## src/rtl/subarray_pkg.sv

```systemverilog
// Shared types and sizing helpers for the subarray fetch/pack sequencer.
package subarray_pkg;

    typedef enum logic [2:0] {
        S_IDLE,
        S_FETCH,
        S_DRAIN,
        S_PUSH,
        S_DONE
    } state_t;

    localparam int DEF_SIZE_DATA     = 8;
    localparam int DEF_ADDR_ROM      = 16;
    localparam int DEF_SIZE_SUBARRAY = 32;
    localparam int DEF_TOTAL_ELEM    = 65536;

    function automatic int ceil_div(input int a, input int b);
        return (a + b - 1) / b;
    endfunction

    // A one-lane word still needs a 1-bit lane counter.
    function automatic int lane_w(input int n);
        return (n > 1) ? $clog2(n) : 1;
    endfunction

    localparam int NUM_SUBARRAY = ceil_div(DEF_TOTAL_ELEM, DEF_SIZE_SUBARRAY);
    localparam int LANE_W       = lane_w(DEF_SIZE_SUBARRAY);
    localparam int CNT_W        = DEF_ADDR_ROM + 1;

endpackage

```

## src/rtl/subarray_packer.sv

```systemverilog
// Lane register: drops each captured element into the next lane of the word.
module subarray_packer
    import subarray_pkg::*;
#(
    parameter int SIZE_DATA     = DEF_SIZE_DATA,
    parameter int SIZE_SUBARRAY = DEF_SIZE_SUBARRAY,
    parameter int LANE_W        = lane_w(SIZE_SUBARRAY)
) (
    input  logic                              i_clk,
    input  logic                              i_rst,
    input  logic                              i_clr,
    input  logic                              i_wr_en,
    input  logic [SIZE_DATA-1:0]              i_data,
    output logic [SIZE_DATA*SIZE_SUBARRAY-1:0] o_data
);

    logic [LANE_W-1:0] lane;

    always_ff @(posedge i_clk or posedge i_rst) begin
        if (i_rst) begin
            o_data <= '0;
            lane   <= '0;
        end else if (i_clr) begin
            o_data <= '0;
            lane   <= '0;
        end else if (i_wr_en) begin
            for (int k = 0; k < SIZE_SUBARRAY; k++) begin
                if (lane == LANE_W'(k)) begin
                    o_data[k*SIZE_DATA +: SIZE_DATA] <= i_data;
                end
            end
            lane <= lane + 1'b1;
        end
    end

endmodule

```

## src/rtl/subarray_fetch_ctrl.sv

```systemverilog
// Streams elements out of the ROM, packs them into subarray words and
// pushes each word into the FIFO, zero-padding the final partial word.
module subarray_fetch_ctrl
    import subarray_pkg::*;
#(
    parameter int SIZE_DATA     = DEF_SIZE_DATA,
    parameter int ADDR_ROM      = DEF_ADDR_ROM,
    parameter int SIZE_SUBARRAY = DEF_SIZE_SUBARRAY,
    parameter int TOTAL_ELEM    = DEF_TOTAL_ELEM
) (
    input  logic                              i_clk,
    input  logic                              i_rst,
    input  logic                              i_start,
    input  logic [SIZE_DATA-1:0]              i_rom_data,
    output logic                              o_rom_rd_en,
    output logic [ADDR_ROM-1:0]               o_rom_addr,
    input  logic                              i_fifo_full,
    output logic                              o_fifo_wr_en,
    output logic [SIZE_DATA*SIZE_SUBARRAY-1:0] o_fifo_data,
    output logic [ADDR_ROM:0]                 o_subarray_cnt,
    output logic                              o_busy,
    output logic                              o_done
);

    localparam int LW = lane_w(SIZE_SUBARRAY);
    localparam int CW = ADDR_ROM + 1;
    localparam int RW = LW + 1;
    localparam logic [CW-1:0] TOTAL    = CW'(TOTAL_ELEM);
    localparam logic [RW-1:0] WORD_LEN = RW'(SIZE_SUBARRAY);

    state_t        state;
    logic [CW-1:0] elem_cnt;
    logic [RW-1:0] rd_cnt;
    logic          rd_q;
    logic          pack_clr;
    logic          more;

    // elem_cnt counts reads already issued, including the one on the bus.
    assign more         = (elem_cnt != TOTAL);
    assign o_fifo_wr_en = (state == S_PUSH) & ~i_fifo_full;
    assign pack_clr     = ((state == S_IDLE) & i_start)
                        | (o_fifo_wr_en & more);

    always_ff @(posedge i_clk or posedge i_rst) begin
        if (i_rst) begin
            state          <= S_IDLE;
            elem_cnt       <= '0;
            rd_cnt         <= '0;
            rd_q           <= 1'b0;
            o_rom_rd_en    <= 1'b0;
            o_rom_addr     <= '0;
            o_subarray_cnt <= '0;
            o_busy         <= 1'b0;
            o_done         <= 1'b0;
        end else begin
            rd_q   <= o_rom_rd_en;
            o_done <= 1'b0;
            unique case (state)
                S_IDLE: begin
                    if (i_start) begin
                        state          <= S_FETCH;
                        o_rom_rd_en    <= 1'b1;
                        o_rom_addr     <= '0;
                        elem_cnt       <= CW'(1);
                        rd_cnt         <= RW'(1);
                        o_subarray_cnt <= '0;
                        o_busy         <= 1'b1;
                    end
                end
                S_FETCH: begin
                    if (!more || rd_cnt == WORD_LEN) begin
                        state       <= S_DRAIN;
                        o_rom_rd_en <= 1'b0;
                    end else begin
                        o_rom_addr <= elem_cnt[ADDR_ROM-1:0];
                        elem_cnt   <= elem_cnt + 1'b1;
                        rd_cnt     <= rd_cnt + 1'b1;
                    end
                end
                S_DRAIN: begin
                    state <= S_PUSH;
                end
                S_PUSH: begin
                    if (!i_fifo_full) begin
                        o_subarray_cnt <= o_subarray_cnt + 1'b1;
                        if (more) begin
                            state       <= S_FETCH;
                            o_rom_rd_en <= 1'b1;
                            o_rom_addr  <= elem_cnt[ADDR_ROM-1:0];
                            elem_cnt    <= elem_cnt + 1'b1;
                            rd_cnt      <= RW'(1);
                        end else begin
                            state  <= S_DONE;
                            o_done <= 1'b1;
                            o_busy <= 1'b0;
                        end
                    end
                end
                S_DONE: begin
                    state <= S_IDLE;
                end
                default: begin
                    state <= S_IDLE;
                end
            endcase
        end
    end

    // Data requested in one cycle lands in the packer the next cycle.
    subarray_packer #(
        .SIZE_DATA    (SIZE_DATA),
        .SIZE_SUBARRAY(SIZE_SUBARRAY),
        .LANE_W       (LW)
    ) u_packer (
        .i_clk  (i_clk),
        .i_rst  (i_rst),
        .i_clr  (pack_clr),
        .i_wr_en(rd_q),
        .i_data (i_rom_data),
        .o_data (o_fifo_data)
    );

endmodule

```

## config.mk

```make
export PLATFORM = sky130hd
export DESIGN_NAME = subarray_fetch_ctrl
export DESIGN_NICKNAME = d
export VERILOG_FILES = /design/src/rtl/subarray_pkg.sv /design/src/rtl/subarray_packer.sv /design/src/rtl/subarray_fetch_ctrl.sv
export SDC_FILE = /design/constraint.sdc
export NUM_CORES = 1
export LEC_CHECK = 0
export CAP_MARGIN = 20
export CORE_MARGIN = 5
export CORE_UTILIZATION = 41
export DETAILED_ROUTE_END_ITERATION = 12
export GPL_TIMING_DRIVEN = 1
export PLACE_DENSITY = 0.67
export SLEW_MARGIN = 20
export SYNTH_ARGS = -nofsm -noshare
export SYNTH_HDL_FRONTEND = slang
export SYNTH_SLANG_ARGS = --single-unit
```

## constraint.sdc

```tcl
create_clock -name i_clk -period 16.8 [get_ports i_clk]
set_clock_uncertainty 0.15 [all_clocks]
set_input_delay 3.36 -clock i_clk [delete_from_list [all_inputs] [get_ports i_clk]]
set_output_delay 3.36 -clock i_clk [all_outputs]
set_load 0.01 [all_outputs]
```

==> summary.md, run 1 <==
| Metric | Value |
|---|---|
| Status | `complete, no violations` |
| Largest net degree at the start of global routing | `99` |
| Final WS setup | `between 8000 and 9000 ps` |
| Post-DP HPWL | `26900 um` |
| Syn avg cell area | `9.76 um^2` |
| Power Total | `3.53 mW` |
| Post-synth EDFFs | `0` |
| Worst path buffer plus inverter count | `2` |
| Worst rel slew slack | `26.2%` |
| Horizontal die dimension | `roughly 200 um` |
| Placed Instance Area | `about 0.018 mm^2` |
| Worst-case clock buffer depth | `3` |
| Starting Density | `about two fifths` |
| Fmax | `122 MHz` |
| CP most frequent cell | `clkdlybuf4s50_1` |
| Clock sink count | `roughly 320` |
| Largest stage delay, worst path | `approximately 570 ps` |
| Area of the multi-input gates | `approximately 0.0056 mm^2` |
| RSZ-0062 raised after global routing | `false` |
| Final Max Slew Viols | `0` |
| Post-route ant nets | `0` |
| Total congestion overflow | `0` |
| Worst-Margin Slew | `1110 ps` |
| Crit-path slowest cell | `clkdlybuf4s50_1` |
| Peak VDD IR | `101 uV` |
| Fin crit share | `roughly 49%` |
| Share of cells above drive strength 1 | `a little over 6%` |
| Number of synthesized register bits | `324` |
| DRC | `0` |
| Die area | `just under 0.04 mm^2` |
| Seq/Total Area, Yosys | `a little under three fifths` |
| Pleak | `8.17 nW` |
| H-tree levels | `2` |
| Async S/R FF share, synth | `100%` |
| 1st-iter DRT viols | `roughly 900` |
| Nets | `approximately 1700` |
| Num ports | `305` |
| Final Hold Viols | `0` |
| Worst r2r path cells | `6` |
| Nature of the critical path endpoint | `primary output` |
| Core ar. | `roughly 0.034 mm^2` |
| Fin crit period | `8170 ps` |
| Clock latency on the worst-skew pair | `510 ps` |
| FILL cells | `3111` |
| CTS Buf Count | `37` |
| Crit path cell chain | `clkdlybuf4s50_1 > nor2_1 > clkdlybuf4s50_1` |
| Top delay family on crit path | `buffers and inverters` |
| RD Place Congestion | `0.811` |
| Critical path launch point type | `input pin` |
| CP Class | `in2out` |
| Synth top area cells | `dfrtp_1 57%, mux2i_1 8.0%, nand3_1 6.5%` |
| First-pass GRT wire length | `67600 um` |
| Die height | `196 um` |
| Hold Path Class | `reg2reg` |
| DP Worst Slack | `8630 ps` |
| Clk pin slew, worst setup/hold paths | `60 ps` |
| DR pass1 iterations | `7` |
| Worst path depth | `3` |
| Cells after Synth | `between 1000 and 1500` |
| Final wirelength | `43100 um` |
| Setup_tns | `0 ps` |
| Post-synth top area cell | `dfrtp_1` |
| Hold Worst Slack | `around 320 ps` |
| DR vias/cell | `about 5.4` |
| Final instance area | `0.0188 mm^2` |
| Post-cts gate resize count | `0` |
| Number of global-route vias before repair | `11300` |
| Register area | `0.00811 mm^2` |
| Hold Path Cell Cnt | `0` |
| GRT Util Overall | `a little over a fifth` |
| CTS Hold Buffers Added | `0` |
| Synth Flop Type | `dfrtp_1` |
| Worst endpoint required time | `13290 ps` |
| P per Cell Area | `188 mW/mm^2` |
| Area Overhead vs Synth | `31.9%` |
| Worst-path fanout max | `6` |
| R2r setup slk | `13520 ps` |
| Crit path DAT | `4660 ps` |
| WL per Instance | `19.8 um` |
| Clock Tree Root | `clkbuf_16` |
| TritonCTS clock tree | `yes` |
| Syn Nets | `~1500` |
| Placed instance count | `2114` |
| Site row count | `68` |
| Synth Cell Area | `~0.014 mm^2` |
| Number of setup buffers added after CTS | `0` |
| Final core occ | `a little over half` |
| Number of I/O port buffers | `304` |
| # setup viols final | `0` |
| MaxCap Viol Count | `0` |
| Yosys warning count | `0` |
| Share of the synthesized area in the top cell type | `56.9%` |
| Fin cells | `2180` |
| Yosys cell types | `57` |
| Initial antenna violation count | `0` |
| Antenna Cells | `0` |
| DR vias | `11700` |
## logic make-up (layout without fill, tap and decap cells)
family | Yosys count | after routing | synth area share (%)
xor gates and xnor gates | 9 | 9 | 0.553
adders and majority gates | 11 | 11 | 0.966
and+or+nand+nor | 604 | 604 | 19.2
AOI/OAI and AO/OA | 234 | 234 | 9.52
muxes | 119 | 119 | 8.40
DFF | 324 | 324 | 56.9
buffers and inverters | 159 | 424 | 4.50
## flip-flops by register name, summed over array words and instances, names as in the netlist
signal,flops
rd_cnt,6
elem_cnt,17
o_done,1
o_rom_rd_en,1
o_rom_addr,16
rd_q,1
u_packer.lane,5
o_busy,1
state,3
o_subarray_cnt,17
u_packer.o_data,256
## cell type report
type                            count  share of cell area, %
Multi-Input combinational cell    977                   29.7
Timing Repair Buffer              322                   16.9
Clock inverter                      8                  0.513
Tap cell                          455                   3.03
Sequential cell                   324                   43.1
Inverter                           37                  0.779
Clock buffer                       57                   5.98
## cells in the final DEF (no fill, tap or decap), types with 6 or more instances in the layout
cell	n
nor2_1	133
clkbuf_8	8
buf_2	7
nand2_1	217
mux2i_1	114
nand4_1	10
inv_1	36
clkbuf_16	39
nand3_1	186
clkbuf_1	10
nand2b_1	7
ha_1	8
nor3_1	9
a21oi_1	164
clkdlybuf4s50_1	297
buf_4	15
xnor2_1	6
a31oi_1	25
dfrtp_1	324
## routing by layer
metal,up-vias,share of wire [%],GRT usage (%)
li1,5476,-,-
met1,5796,43,30.5
met2,419,47,34.3
met3,57,8.5,5.08
met4,0,2.2,5.02
met5,-,0,0
## power breakdown
part | internal [mW] | switching [mW] | leakage (nW)
Combinational | 0.690 | 0.747 | 3.26
Sequential | 1.07 | 0.220 | 4.32
Clock | 0.490 | 0.315 | 0.599
Total | 2.25 | 1.28 | 8.17
## Yosys cell counts (all sizes together), types with 5 or more instances
cell and n:
a31oi 25, nand2 217, nand4 11, inv 37
nor2 133, mux2 5, dfrtp 324, ha 11
mux2i 114, xnor2 6, buf 34, nand2b 7
nor4b 6, o21ai 5, nor4 5, nor2b 5
a211o 5, o211ai 5, nor3 9, a21o 5
nand3 186, a211oi 5, clkbuf 88, a21oi 164
## path summary, 6_finish.rpt
kind	start	to
max	i_fifo_full	o_fifo_wr_en
min	o_rom_rd_en	rd_q
max reg2reg	state[1]	u_packer.o_data[174]
min reg2reg	o_rom_rd_en	rd_q
max in group asynchronous	i_rst	u_packer.o_data[61]
min in group asynchronous	i_rst	u_packer.o_data[178]
Power figures use the tool's default switching activity.
==> run 2, diff against run 1 <==
Settings changed: PLACE_DENSITY 0.67 to 0.69.
Clock period 16.8 ns to 6.7 ns, I/O delays scaled along.
==> run 2 against run 1 <==
  * Clock power rose by 150%
  * First-iteration DRC count is 3.7% higher
  * Clock-buffer cell count is the same
  * Sequential power grew to 2.5 times the previous value
  * Critical path type is now reg2out
==> summary.md, run 2 (synthesis gave the netlist of run 1 again) <==
| Metric | Value |
|---|---|
| Status | `complete, no violations` |
| Fin crit period | `4230 ps` |
| CTS Buf Count | `37 (unchanged)` |
| Critical path launch point type | `flip-flop` |
| R2r setup slk | `3540 ps (-9980 ps)` |
| DR pass1 iterations | `5 (-2)` |
| GRT Util Overall | `21.5% (-0.15 points)` |
| Regs by FF count | `u_packer.o_data (256), elem_cnt (17), o_subarray_cnt (17)` |
| Site row count | `68 (unchanged)` |
| Die area | `0.0386 mm^2 (unchanged)` |
| Most common cell after layout, fill and taps aside | `dfrtp_1` |
| Horizontal die dimension | `196 um (unchanged)` |
| Clk pin slew, worst setup/hold paths | `60 ps (about the same)` |
| DR vias/cell | `5.42 (+0.62%)` |
| Setup_tns | `0 ps (unchanged)` |
| Antenna Cells | `0 (unchanged)` |
| Clock latency on the worst-skew pair | `510 ps (about the same)` |
| Initial antenna violation count | `0 (unchanged)` |
| Largest net degree at the start of global routing | `169 (+71%)` |
| TritonCTS clock tree | `yes` |
| Post-cts gate resize count | `0 (unchanged)` |
| Final Max Slew Viols | `0 (unchanged)` |
| Clock Tree Root | `clkbuf_16` |
| Starting Density | `41.4% (unchanged)` |
| Post-route ant nets | `0 (unchanged)` |
| FILL cells | `3098 (-0.42%)` |
| P per Cell Area | `471 mW/mm^2 (+150%)` |
| Worst-Margin Slew | `1050 ps (-51.0 ps)` |
| WL per Instance | `19.7 um (-0.37%)` |
| DR vias | `11800 (+0.62%)` |
| RSZ-0062 raised after global routing | `false` |
| 1st-iter DRT viols | `956 (+3.7%)` |
| Worst r2r src | `elem_cnt[5]` |
| Worst endpoint required time | `5210 ps (-8080 ps)` |
| Number of setup buffers added after CTS | `0 (unchanged)` |
| Final wirelength | `42900 um (-0.37%)` |
| Area Overhead vs Synth | `31.9% (about the same)` |
| Number of I/O port buffers | `304 (unchanged)` |
| Met1 GRT Util | `30.1% (-0.47 points)` |
| Worst rel slew slack | `29.5% (+3.3 points)` |
| MaxCap Viol Count | `0 (unchanged)` |
| DRC | `0 (unchanged)` |
| CTS Hold Buffers Added | `0 (unchanged)` |
| H-tree levels | `2 (unchanged)` |
| Hold Path Cell Cnt | `0 (unchanged)` |
| GR peak layer | `met2` |
| Final core occ | `54.6% (about the same)` |
| Fin crit share | `63.1%` |
| Nets | `1720 (-0.12%)` |
| RD Place Congestion | `0.799 (-1.4%)` |
| Crit-path slowest cell | `nor2b_4` |
| Clock sink count | `324 (unchanged)` |
| Crit path DAT | `2740 ps (-1920 ps)` |
| Total congestion overflow | `0 (unchanged)` |
| Most frequent cells in the layout | `324 x dfrtp_1, 297 x clkdlybuf4s50_1, 217 x nand2_1` |
| Hold Path Sink | `rd_q` |
| Post-DP HPWL | `26900 um (-0.23%)` |
| # setup viols final | `0 (unchanged)` |
| Pleak | `8.17 nW (about the same)` |
| Num ports | `305 (unchanged)` |
| CP Class | `reg2out` |
| Nature of the critical path endpoint | `primary output` |
| Crit path cell chain | `nor2b_4 > nand2_1 > nor2_1 > clkdlybuf4s50_1` |
| Number of global-route vias before repair | `11800 (+4.3%)` |
| Number of flip-flops in the largest register | `256 (unchanged)` |
| Hold Path Class | `reg2reg` |
| Fmax | `237 MHz` |
| Largest reg by FF count | `u_packer.o_data` |
| First-pass GRT wire length | `67800 um (+0.36%)` |
| Peak VDD IR | `217 uV (+120%)` |
| Core ar. | `0.0345 mm^2 (unchanged)` |
| Worst r2r path cells | `5 (-1)` |
| Worst-case clock buffer depth | `3 (unchanged)` |
| M2 GR Usage | `34.6% (+0.29 points)` |
| Met3 global-route usage | `5.03% (-0.051 points)` |
| Worst-path fanout max | `30 (+24)` |
| Die height | `196 um (unchanged)` |
| Share of cells above drive strength 1 | `6.26% (+0.058 points)` |
| Largest stage delay, worst path | `640 ps (+70 ps)` |
| Final Hold Viols | `0 (unchanged)` |
| Min-delay src | `o_rom_rd_en` |
| Reg-to-Reg End | `elem_cnt[12]` |
-- run 2: changes by cell type in the layout (fill, tap and decap cells not counted), sizes merged --
cell,change
clkinv,+1
bufinv,-1
buf,-2
inv,+1
clkinvlp,+1
-- run 2: layer usage --
metal	part of all wire, %	up-vias
met1	43	5915
met3	8.0	52
met5	0	-
li1	-	5470
met2	47	384
met4	1.7	0
-- run 2: worst max-delay path: cells and delay by family, from the launching register on --
kind | cells | cell delay [ps]
DFF | 1 | 590
and+or+nand+nor | 3 | 1060
buffers and inverters | 1 | 580
-- run 2: area by class of cell --
type / count / area [um^2] / area share (%)
clock buffer: 57 / 1130 / 6.03
clock inverter: 10 / 92.6 / 0.492
inverter: 37 / 143 / 0.759
multi-input combinational: 977 / 5590 / 29.7
sequential: 324 / 8110 / 43.1
tap: 455 / 569 / 3.03
timing repair buffer: 320 / 3170 / 16.8
-- run 2: worst max-delay path by stage --
stage / from / endpoint
after floorplan: i_rst / elem_cnt[0]
after global placement: i_fifo_full / u_packer.o_data[95]
after detailed placement: i_fifo_full / u_packer.o_data[30]
after CTS: state[0] / o_fifo_wr_en
after global routing: state[0] / o_fifo_wr_en
final: state[0] / o_fifo_wr_en
-- run 2: per-stage QoR --
step	hold WS [ps]	power, mW	instance area [um^2]	worst slack, ps	cells
after floorplan	285	4.97	14300	887	1460
after global placement	311	6.79	17600	2390	2113
after detailed placement	322	6.89	17600	2330	2113
after CTS	340	8.92	18800	2040	2180
after global routing	336	9.41	18800	2270	2180
final	313	8.85	18800	2470	2180
-- run 2: power breakdown --
part           internal, mW  leakage, nW  total (mW)  switching, mW
registers              2.68         4.32        3.24          0.557
clock network          1.21        0.604        2.01          0.799
logic                  1.72         3.25        3.61           1.88
==> run 3, diff against run 2 <==
Clock period 6.7 ns to 3.7 ns, I/O delays scaled along.
==> run 3 against run 2 <==
  * Non-clock buffer count up 16
  * Sequential share of layout area down 0.15 points
  * Largest cell class unchanged
  * Hold slack better by 14 ps
  * Core utilization up 0.20 points
  * Combinational power up 82%
  * Routed wire length up 1.6%
  * Clock power up 71%
==> summary.md, run 3 (synthesis gave the netlist of run 1 again) <==
| Metric | Value |
|---|---|
| Starting Density | `41.4% (unchanged)` |
| Die height | `196 um (unchanged)` |
| CP Class | `reg2out` |
| Horizontal die dimension | `196 um (unchanged)` |
| Post-cts gate resize count | `0 (unchanged)` |
| Number of global-route vias before repair | `11700 (-0.67%)` |
| Clock Tree Root | `clkbuf_16` |
| Area Overhead vs Synth | `32.4%` |
| Crit-path slowest cell | `dfrtp_1` |
| RSZ-0062 raised after global routing | `false` |
| Post-DP HPWL | `28200 um (+4.7%)` |
| Largest stage delay, worst path | `570 ps (-70 ps)` |
| Critical path launch point type | `flip-flop` |
| Final Hold Viols | `0 (unchanged)` |
| Pleak | `8.20 nW (+0.37%)` |
| Final instance area | `0.0189 mm^2 (+0.36%)` |
| Peak VDD IR | `442 uV (+100%)` |
| R2r setup slk | `1050 ps (-2490 ps)` |
| Core ar. | `0.0345 mm^2 (unchanged)` |
| Crit path cell chain | `nor2b_2 > nand2_1 > nor2_1 > clkdlybuf4s50_1` |
| # setup viols final | `0 (unchanged)` |
| H-tree levels | `2 (unchanged)` |
| Worst-Margin Slew | `1080 ps (+23.1 ps)` |
| WL per Instance | `19.9 um (+1.1%)` |
| RD Place Congestion | `0.835 (+4.5%)` |
| Number of setup buffers added after CTS | `0 (unchanged)` |
| Clock latency on the worst-skew pair | `510 ps (about the same)` |
| Power Total | `15.9 mW (+80%)` |
| Worst path buffer plus inverter count | `1 (unchanged)` |
| CTS Buf Count | `36 (-2.7%)` |
| Status | `complete, no violations` |
| First-pass GRT wire length | `69000 um (+1.7%)` |
| Share of cells above drive strength 1 | `6.80% (+0.54 points)` |
| Regs by FF count | `u_packer.o_data (256), elem_cnt (17), o_subarray_cnt (17)` |
| Worst-path fanout max | `13 (-57%)` |
| Total congestion overflow | `0 (unchanged)` |
| Post-route ant nets | `0 (unchanged)` |
| Clock sink count | `324 (unchanged)` |
| DR pass1 iterations | `5 (unchanged)` |
| Worst-case clock buffer depth | `3 (unchanged)` |
| Clk pin slew, worst setup/hold paths | `60 ps (about the same)` |
| Fin crit share | `83.9%` |
| Worst rel slew slack | `27.9% (-1.5 points)` |
| 1st-iter DRT viols | `905 (-5.3%)` |
| Final Max Slew Viols | `0 (unchanged)` |
| Largest reg by FF count | `u_packer.o_data` |
| Nets | `1735 (+0.87%)` |
| P per Cell Area | `844 mW/mm^2 (+79%)` |
| Fmax | `about 320 MHz` |
| Worst endpoint required time | `2810 ps (-2400 ps)` |
| Crit path DAT | `2220 ps (-520 ps)` |
| TritonCTS clock tree | `yes` |
| Initial antenna violation count | `0 (unchanged)` |
| Hold Path Class | `reg2reg` |
| DR vias | `11900 (+1.0%)` |
| Fin crit period | `3110 ps` |
| Setup_tns | `0 ps (unchanged)` |
| Top delay family on crit path | `simple AND/OR/NAND/NOR gates` |
| GRT Util Overall | `21.9% (+0.42 points)` |
| Final wirelength | `43600 um (+1.6%)` |
| Number of flip-flops in the largest register | `256 (unchanged)` |
| CTS Hold Buffers Added | `0 (unchanged)` |
| Antenna Cells | `0 (unchanged)` |
| MaxCap Viol Count | `0 (unchanged)` |
| Nature of the critical path endpoint | `primary output` |
| Most frequent cells in the layout | `324 x dfrtp_1, 297 x clkdlybuf4s50_1, 217 x nand2_1` |
| Site row count | `68 (unchanged)` |
| Die area | `0.0386 mm^2 (unchanged)` |
| Num ports | `305 (unchanged)` |
| Largest net degree at the start of global routing | `111 (-34%)` |
| Most common cell after layout, fill and taps aside | `dfrtp_1` |
| DR vias/cell | `5.45 (+0.49%)` |
| DRC | `0 (unchanged)` |
| Number of I/O port buffers | `304 (unchanged)` |
| Placed Instance Area | `0.0177 mm^2 (+1.0%)` |
==> run 3: layout make-up <==
type / count / area, um^2
clock buffer: 52 / 1030
timing repair buffer: 336 / 3350
sequential: 324 / 8110
tap: 455 / 569
inverter: 37 / 143
fill: 3094 / 15600
clock inverter: 10 / 91.3
multi-input combinational: 977 / 5580
==> run 3: worst reg2reg max path: stages (launching register included) <==
cell     delay, ps
dfrtp_1        400
buf_4          340
or3b_1         440
nor2_1         820
mux2i_1        310
nor2_1          60
==> run 3: power breakdown <==
part	total (mW)	switching [mW]	internal (mW)	leakage, nW
Combinational	6.56	3.38	3.18	3.33
Clock	3.44	1.43	2.01	0.547
Sequential	5.92	1.07	4.85	4.32
Total	15.9	5.88	10.0	8.20
==> run 3: metrics by stage <==
step	cells	utilization, %	hold WS (ps)	worst slack (ps)
floorplan	1460	-	285	-1510
global placement	2129	51.5	306	650
detailed placement	2129	51.5	324	631
CTS	2191	54.8	332	560
global route	2191	54.8	349	460
finish	2191	54.8	327	594
==> run 3: final timing paths <==
kind	startpoint	end	depth (start not counted)
worst max-delay path	state[0]	o_fifo_wr_en	4
worst min-delay path	o_rom_rd_en	rd_q	0
worst max register to register	rd_q	u_packer.o_data[41]	5
worst min register to register	o_rom_rd_en	rd_q	0
max in group asynchronous	i_rst	u_packer.o_data[107]	4
min in group asynchronous	i_rst	u_packer.o_data[123]	2
==> run 3: per-layer routing <==
| layer | vias to the layer above | share of wire [%] | GRT usage [%] |
|---|---|---|---|
| li1 | 5504 | - | - |
| met1 | 5891 | 42 | 30.3 |
| met2 | 479 | 47 | 35.3 |
| met3 | 65 | 8.6 | 5.26 |
| met4 | 0 | 2.2 | 5.20 |
| met5 | - | 0 | 0 |
